==> src/rtl/clb_cfg_loader.sv <==
// Serial configuration loader for the CLB array.
// Decodes a framed, parity-protected bitstream (preamble 0010, frame count,
// then start/payload/parity/stop per CLB) into one parallel write per CLB.
module clb_cfg_loader #(
    parameter int CFG_W   = 37,
    parameter int LEN_W   = 8,
    parameter int NUM_CLB = 64,
    parameter int ADDR_W  = 6
) (
    input  logic              clk,
    input  logic              rst,
    input  logic              din,
    input  logic              din_en,
    output logic [CFG_W-1:0]  cfg_data,
    output logic [ADDR_W-1:0] cfg_addr,
    output logic              cfg_we,
    output logic              busy,
    output logic              done,
    output logic              err,
    output logic [1:0]        err_code
);

    localparam int MAX_F = (CFG_W > LEN_W) ? CFG_W : LEN_W;
    localparam int CNT_W = $clog2(MAX_F + 1);
    localparam logic [LEN_W:0] MAX_N = (LEN_W + 1)'(NUM_CLB);

    // S_FIN covers the write-strobe cycle of the final frame so that done
    // rises together with the last address increment.
    typedef enum logic [3:0] {
        S_IDLE,
        S_PRE,
        S_LEN,
        S_START,
        S_DATA,
        S_PAR,
        S_STOP,
        S_FIN,
        S_DONE,
        S_ERR
    } state_t;

    state_t             state;
    state_t             state_n;
    logic [CNT_W-1:0]   bit_cnt;
    logic [LEN_W-2:0]   len_sr;
    logic [LEN_W-1:0]   len_val;
    logic [LEN_W-1:0]   rem_cnt;
    logic [CFG_W-1:0]   shift_sr;

    logic               wr_issue;
    logic               err_set;
    logic [1:0]         err_code_n;
    logic               addr_clr;
    logic               len_load;

    // Frame count including the bit arriving on this edge (MSB first).
    assign len_val = {len_sr, din};

    assign busy = (state != S_IDLE) && (state != S_DONE) && (state != S_ERR);

    // State register.
    always_ff @(posedge clk or posedge rst) begin
        if (rst) begin
            state <= S_IDLE;
        end else begin
            state <= state_n;
        end
    end

    // Next-state decode; every decision is taken only on a qualified bit,
    // except leaving S_FIN, which is the final write's bookkeeping edge.
    always_comb begin
        state_n    = state;
        wr_issue   = 1'b0;
        err_set    = 1'b0;
        err_code_n = 2'b00;
        addr_clr   = 1'b0;
        len_load   = 1'b0;
        case (state)
            S_IDLE: begin
                if (din_en && !din) begin
                    state_n = S_PRE;
                end
            end
            S_PRE: begin
                // bit_cnt = preamble bits already accepted; only the third is 1.
                if (din_en) begin
                    if (din != (bit_cnt == CNT_W'(2))) begin
                        state_n = S_IDLE;
                    end else if (bit_cnt == CNT_W'(3)) begin
                        state_n = S_LEN;
                    end
                end
            end
            S_LEN: begin
                if (din_en && (bit_cnt == CNT_W'(LEN_W - 1))) begin
                    len_load = 1'b1;
                    if (len_val == '0) begin
                        state_n = S_DONE;
                    end else if ({1'b0, len_val} > MAX_N) begin
                        err_set    = 1'b1;
                        err_code_n = 2'b11;
                        state_n    = S_ERR;
                    end else begin
                        addr_clr = 1'b1;
                        state_n  = S_START;
                    end
                end
            end
            S_START: begin
                if (din_en) begin
                    if (din) begin
                        err_set    = 1'b1;
                        err_code_n = 2'b01;
                        state_n    = S_ERR;
                    end else begin
                        state_n = S_DATA;
                    end
                end
            end
            S_DATA: begin
                if (din_en && (bit_cnt == CNT_W'(CFG_W - 1))) begin
                    state_n = S_PAR;
                end
            end
            S_PAR: begin
                // Even parity over payload plus parity bit.
                if (din_en) begin
                    if ((^shift_sr) ^ din) begin
                        err_set    = 1'b1;
                        err_code_n = 2'b10;
                        state_n    = S_ERR;
                    end else begin
                        state_n = S_STOP;
                    end
                end
            end
            S_STOP: begin
                if (din_en) begin
                    if (!din) begin
                        err_set    = 1'b1;
                        err_code_n = 2'b01;
                        state_n    = S_ERR;
                    end else begin
                        wr_issue = 1'b1;
                        state_n  = (rem_cnt == LEN_W'(1)) ? S_FIN : S_START;
                    end
                end
            end
            S_FIN: begin
                state_n = S_DONE;
            end
            default: begin
                state_n = state;
            end
        endcase
    end

    // Field bit counter and the header / payload shift registers.
    always_ff @(posedge clk or posedge rst) begin
        if (rst) begin
            bit_cnt  <= '0;
            len_sr   <= '0;
            shift_sr <= '0;
        end else begin
            if (state_n != state) begin
                // The bit that leaves IDLE is already the first preamble bit.
                bit_cnt <= (state_n == S_PRE) ? CNT_W'(1) : '0;
            end else if (din_en && ((state == S_PRE) || (state == S_LEN) || (state == S_DATA))) begin
                bit_cnt <= bit_cnt + CNT_W'(1);
            end
            if (din_en && (state == S_LEN)) begin
                len_sr <= len_val[LEN_W-2:0];
            end
            if (din_en && (state == S_DATA)) begin
                shift_sr <= {shift_sr[CFG_W-2:0], din};
            end
        end
    end

    // Write port, frame bookkeeping and sticky status flags.
    always_ff @(posedge clk or posedge rst) begin
        if (rst) begin
            cfg_we   <= 1'b0;
            cfg_data <= '0;
            cfg_addr <= '0;
            rem_cnt  <= '0;
            done     <= 1'b0;
            err      <= 1'b0;
            err_code <= 2'b00;
        end else begin
            cfg_we <= wr_issue;
            if (wr_issue) begin
                cfg_data <= shift_sr;
            end
            // Address and remaining count advance on the edge that ends the strobe.
            if (addr_clr) begin
                cfg_addr <= '0;
            end else if (cfg_we) begin
                cfg_addr <= cfg_addr + ADDR_W'(1);
            end
            if (len_load) begin
                rem_cnt <= len_val;
            end else if (cfg_we) begin
                rem_cnt <= rem_cnt - LEN_W'(1);
            end
            if (state_n == S_DONE) begin
                done <= 1'b1;
            end
            if (err_set) begin
                err      <= 1'b1;
                err_code <= err_code_n;
            end
        end
    end

endmodule
==> config.mk <==
export PLATFORM = sky130hd
export DESIGN_NAME = clb_cfg_loader
export DESIGN_NICKNAME = d
export VERILOG_FILES = /design/src/rtl/clb_cfg_loader.sv
export SDC_FILE = /design/constraint.sdc
export NUM_CORES = 1
export LEC_CHECK = 0
export BUFFER_PORTS_ARGS = -buffer_cell sky130_fd_sc_hd__buf_2
export CAP_MARGIN = 20
export CORE_ASPECT_RATIO = 1.4
export CORE_MARGIN = 5
export CORE_UTILIZATION = 59
export DETAILED_ROUTE_END_ITERATION = 10
export HOLD_SLACK_MARGIN = 0.06
export PLACE_DENSITY = 0.8
export SLEW_MARGIN = 25
export SYNTH_ARGS = -nofsm -noshare
export SYNTH_HDL_FRONTEND = slang
export SYNTH_SLANG_ARGS = --single-unit
==> constraint.sdc <==
create_clock -name clk -period 4.8 [get_ports clk]
set_input_delay 0.72 -clock clk [delete_from_list [all_inputs] [get_ports clk]]
set_output_delay 0.72 -clock clk [all_outputs]
set_load 0.05 [all_outputs]
==> flow_summary_export.csv <==
group,metric,value,unit
run_status,status,"finished clean",
placement,place_hpwl,6370,µm
sta,drv_slew,0,
floorplanning,num_rows,40,
placement,port_buffers,52,
clocking,cts_buffer_depth,2,
synth,async_flop_share,100,%
floorplanning,fp.dieArea,10600,µm²
worst_hold_path,hold_path.class,"in -> async",
sta,finalHoldViolCount,0,
layout,layout.nets,471,
sta,rsz0062_at_grt,"no",
power,power_density,298,nW/µm²
clocking,cts.sinks,110,
sta,relSlewSlack,35.7,%
sta,worst_pin_slew,0.964,ns
clocking,post-cts-setup-buffer-count,0,
synth,synth_area,5110,µm²
detailed_routing,first_iter_violations,178,
grt,grt_overflow,0,
floorplanning,initial_core_util,60.1,%
critical_path,worst-path-max-fanout,19,
floorplanning,io_pins,53,
detailed_routing,drc,0,
clocking,insertion_delay,0.35,ns
detailed_routing,viasPerCell,5.64,
clocking,numCtsBuffers,9,
layout,fin_cells,571,
detailed_routing,num_vias,3219,
critical_path,cp-start-kind,"flop",
layout,final_cell_mix,"dfrtp_1, mux2_2, buf_2, xnor2_1, nor2_1",
grt,grt_max_degree,78,
grt,grt_util_all_layers,19.3,%
grt,first_global_vias,3441,
power,ir_drop,235,µV
placement,dp_cells,555,
synth,synth_seq_cells,110,
layout,layout_commonest_cell,"dfrtp_1",
detailed_routing,post_drt_wl_per_cell,16.2,µm
sta,worst_clock_skew,0.00442,ns
critical_path,crit_type,"reg -> reg",
synth,synth-seq-area-share,53.9,%
flow_run,drv_cap,0,
detailed_routing,drtAntennaViolNets,0,
synth,synth_area_per_cell,12.4,µm²
sta,period_needed,2.97,ns
synth,synth_cells,412,
synth,ys.flop_type,"dfrtp_1",
sta,timing.final.crit_share,61.8,%
detailed_routing,dr.pass1.iters,4,
layout,diodes,0,
synth,synthDistinctLibCells,49,
grt,grt_pass1_wl,16000,µm
synth,synth_nets,422,
clocking,cts_tree,"built",
synth,yosys_warnings,0,
floorplanning,die_h,120,µm
clocking,path_clk_slew,0.07,ns
clocking,cts-root-buf,"clkbuf_16",
critical_path,end_kind,"flop",
layout,n_fill_cell,643,
clocking,ctsResizeCount,0,
placement,gp_congestion,0.903,
power,leakage,2.88,nW
sta,setup_tns,0,ns
sta,fmax,0.337,GHz
floorplanning,fp.dieW,88.7,µm
critical_path,required,5.09,ns
floorplanning,core_area,8510,µm²
detailed_routing,wirelength,9260,µm
critical_path,cp_data_arrival_time,3.26,ns
sta,setup_violations,0,
grt,antenna_found_initial,0,
layout,drive_gt1_share,34.8,%
layout,area_delta_synth_final,12.9,%
clocking,cts_hold_buf,0,
synth,synth_edf_count,0,
clocking,htree_levels,3,
-- stage by stage --
| step | setup WS (ns) | cell area (µm²) | power [W] | utilization [%] | hold slack [ns] |
|---|---|---|---|---|---|
| 2_1_floorplan | 1.18 | 5110 | 0.000974 | - | 0.518 |
| 3_3_place_gp | 1.75 | 5460 | 0.000982 | 64.2 | 0.471 |
| 4_1_cts | 1.81 | 5770 | 0.00174 | 67.8 | 0.493 |
| 3_5_place_dp | 1.59 | 5460 | 0.000983 | 64.2 | 0.477 |
| 5_1_grt | 1.50 | 5770 | 0.00178 | 67.8 | 0.511 |
| 6_report | 1.83 | 5770 | 0.00172 | 67.8 | 0.473 |
-- power breakdown --
part | switching, W | leakage, nW | internal [W]
Sequential | 0.000000749 | 1.45 | 0.000927
Combinational | 0.0000284 | 1.29 | 0.00000759
Clock | 0.000335 | 0.147 | 0.000422
Total | 0.000364 | 2.88 | 0.00136
-- final timing paths --
| path | startpoint | end | slack [ns] | cells past startpoint |
|---|---|---|---|---|
| worst max-delay path | bit_cnt[1]$_DFFE_PP0P_ | bit_cnt[4]$_DFFE_PP0P_ | 1.83 | 9 |
| worst min-delay path | rst | cfg_data[0]$_DFFE_PP0P_ | 0.47 | 2 |
| worst max register to register | bit_cnt[1]$_DFFE_PP0P_ | bit_cnt[4]$_DFFE_PP0P_ | 1.83 | 9 |
| worst min register to register | err_code[0]$_DFFE_PP0P_ | err_code[0]$_DFFE_PP0P_ | 0.49 | 1 |
| max in group asynchronous | rst | state[1]$_DFF_PP0_ | 3.46 | 3 |
| min in group clk | err_code[0]$_DFFE_PP0P_ | err_code[0]$_DFFE_PP0P_ | 0.49 | 1 |
-- state kept, by name, indices dropped and copies added, names as in the netlist --
signal / flops
cfg_data: 37
shift_sr: 37
rem_cnt: 8
len_sr: 7
bit_cnt: 6
cfg_addr: 6
state: 4
err_code: 2
cfg_we: 1
done: 1
err: 1
-- Yosys cell counts (all sizes together) (2+ instances only) --
cell type | instances | share of area, %
a21o | 2 | 0.29
a21oi | 13 | 1.3
and2 | 4 | 0.49
and3 | 2 | 0.24
buf | 5 | 0.59
clkbuf | 11 | 0.81
dfrtp | 110 | 54
ha | 6 | 1.5
inv | 12 | 0.88
mux2 | 82 | 18
nand2 | 14 | 1.0
nand2b | 2 | 0.24
nand3 | 8 | 0.78
nand4 | 6 | 0.86
nor2 | 32 | 2.4
nor2b | 2 | 0.24
nor3 | 10 | 1.2
nor4 | 5 | 0.73
nor4b | 2 | 0.34
o21ai | 7 | 0.69
o31ai | 2 | 0.29
or3 | 2 | 0.24
or4 | 2 | 0.29
xnor2 | 44 | 7.8
xor2 | 10 | 1.7
-- per-layer routing --
| layer | vias up | share of wire, % | track usage (%) |
|---|---|---|---|
| li1 | 1535 | - | - |
| met1 | 1596 | 41 | 23.0 |
| met2 | 66 | 51 | 32.3 |
| met3 | 22 | 4.3 | 5.01 |
| met4 | 0 | 3.3 | 8.22 |
| met5 | - | 0 | 0 |
-- layout make-up --
| type | instances | area (µm²) | area share, % |
|---|---|---|---|
| flip-flops and latches | 110 | 2750 | 47.7 |
| multi-input cells | 274 | 2250 | 39.0 |
| repair buffers | 54 | 275 | 4.77 |
| clock buffers | 10 | 239 | 4.14 |
| well taps | 105 | 131 | 2.28 |
| clock inverters | 6 | 70.1 | 1.21 |
| inverters | 12 | 50.0 | 0.867 |
-- critical path: stages, from the launching register on --
cell and delay, ns:
dfrtp_1 0.37, ha_1 0.28, nand3_1 0.12, nor4_2 0.23
nand4_2 0.45, nor3_2 0.56, nor4_1 0.14, a21o_1 0.22
a221oi_2 0.34, and2_1 0.20
-- kinds of logic (layout without fill, tap and decap cells) --
group / after synthesis / after routing / share of synthesized area, %
fa+ha+maj: 6 / 6 / 1.47
flops: 110 / 110 / 53.9
xor+xnor: 55 / 55 / 9.99
buf+inv: 28 / 82 / 2.28
compound gates: 36 / 36 / 4.63
simple gates: 94 / 94 / 9.50
mux: 83 / 83 / 18.3
No activity file was read; power rests on OpenSTA's default activity.
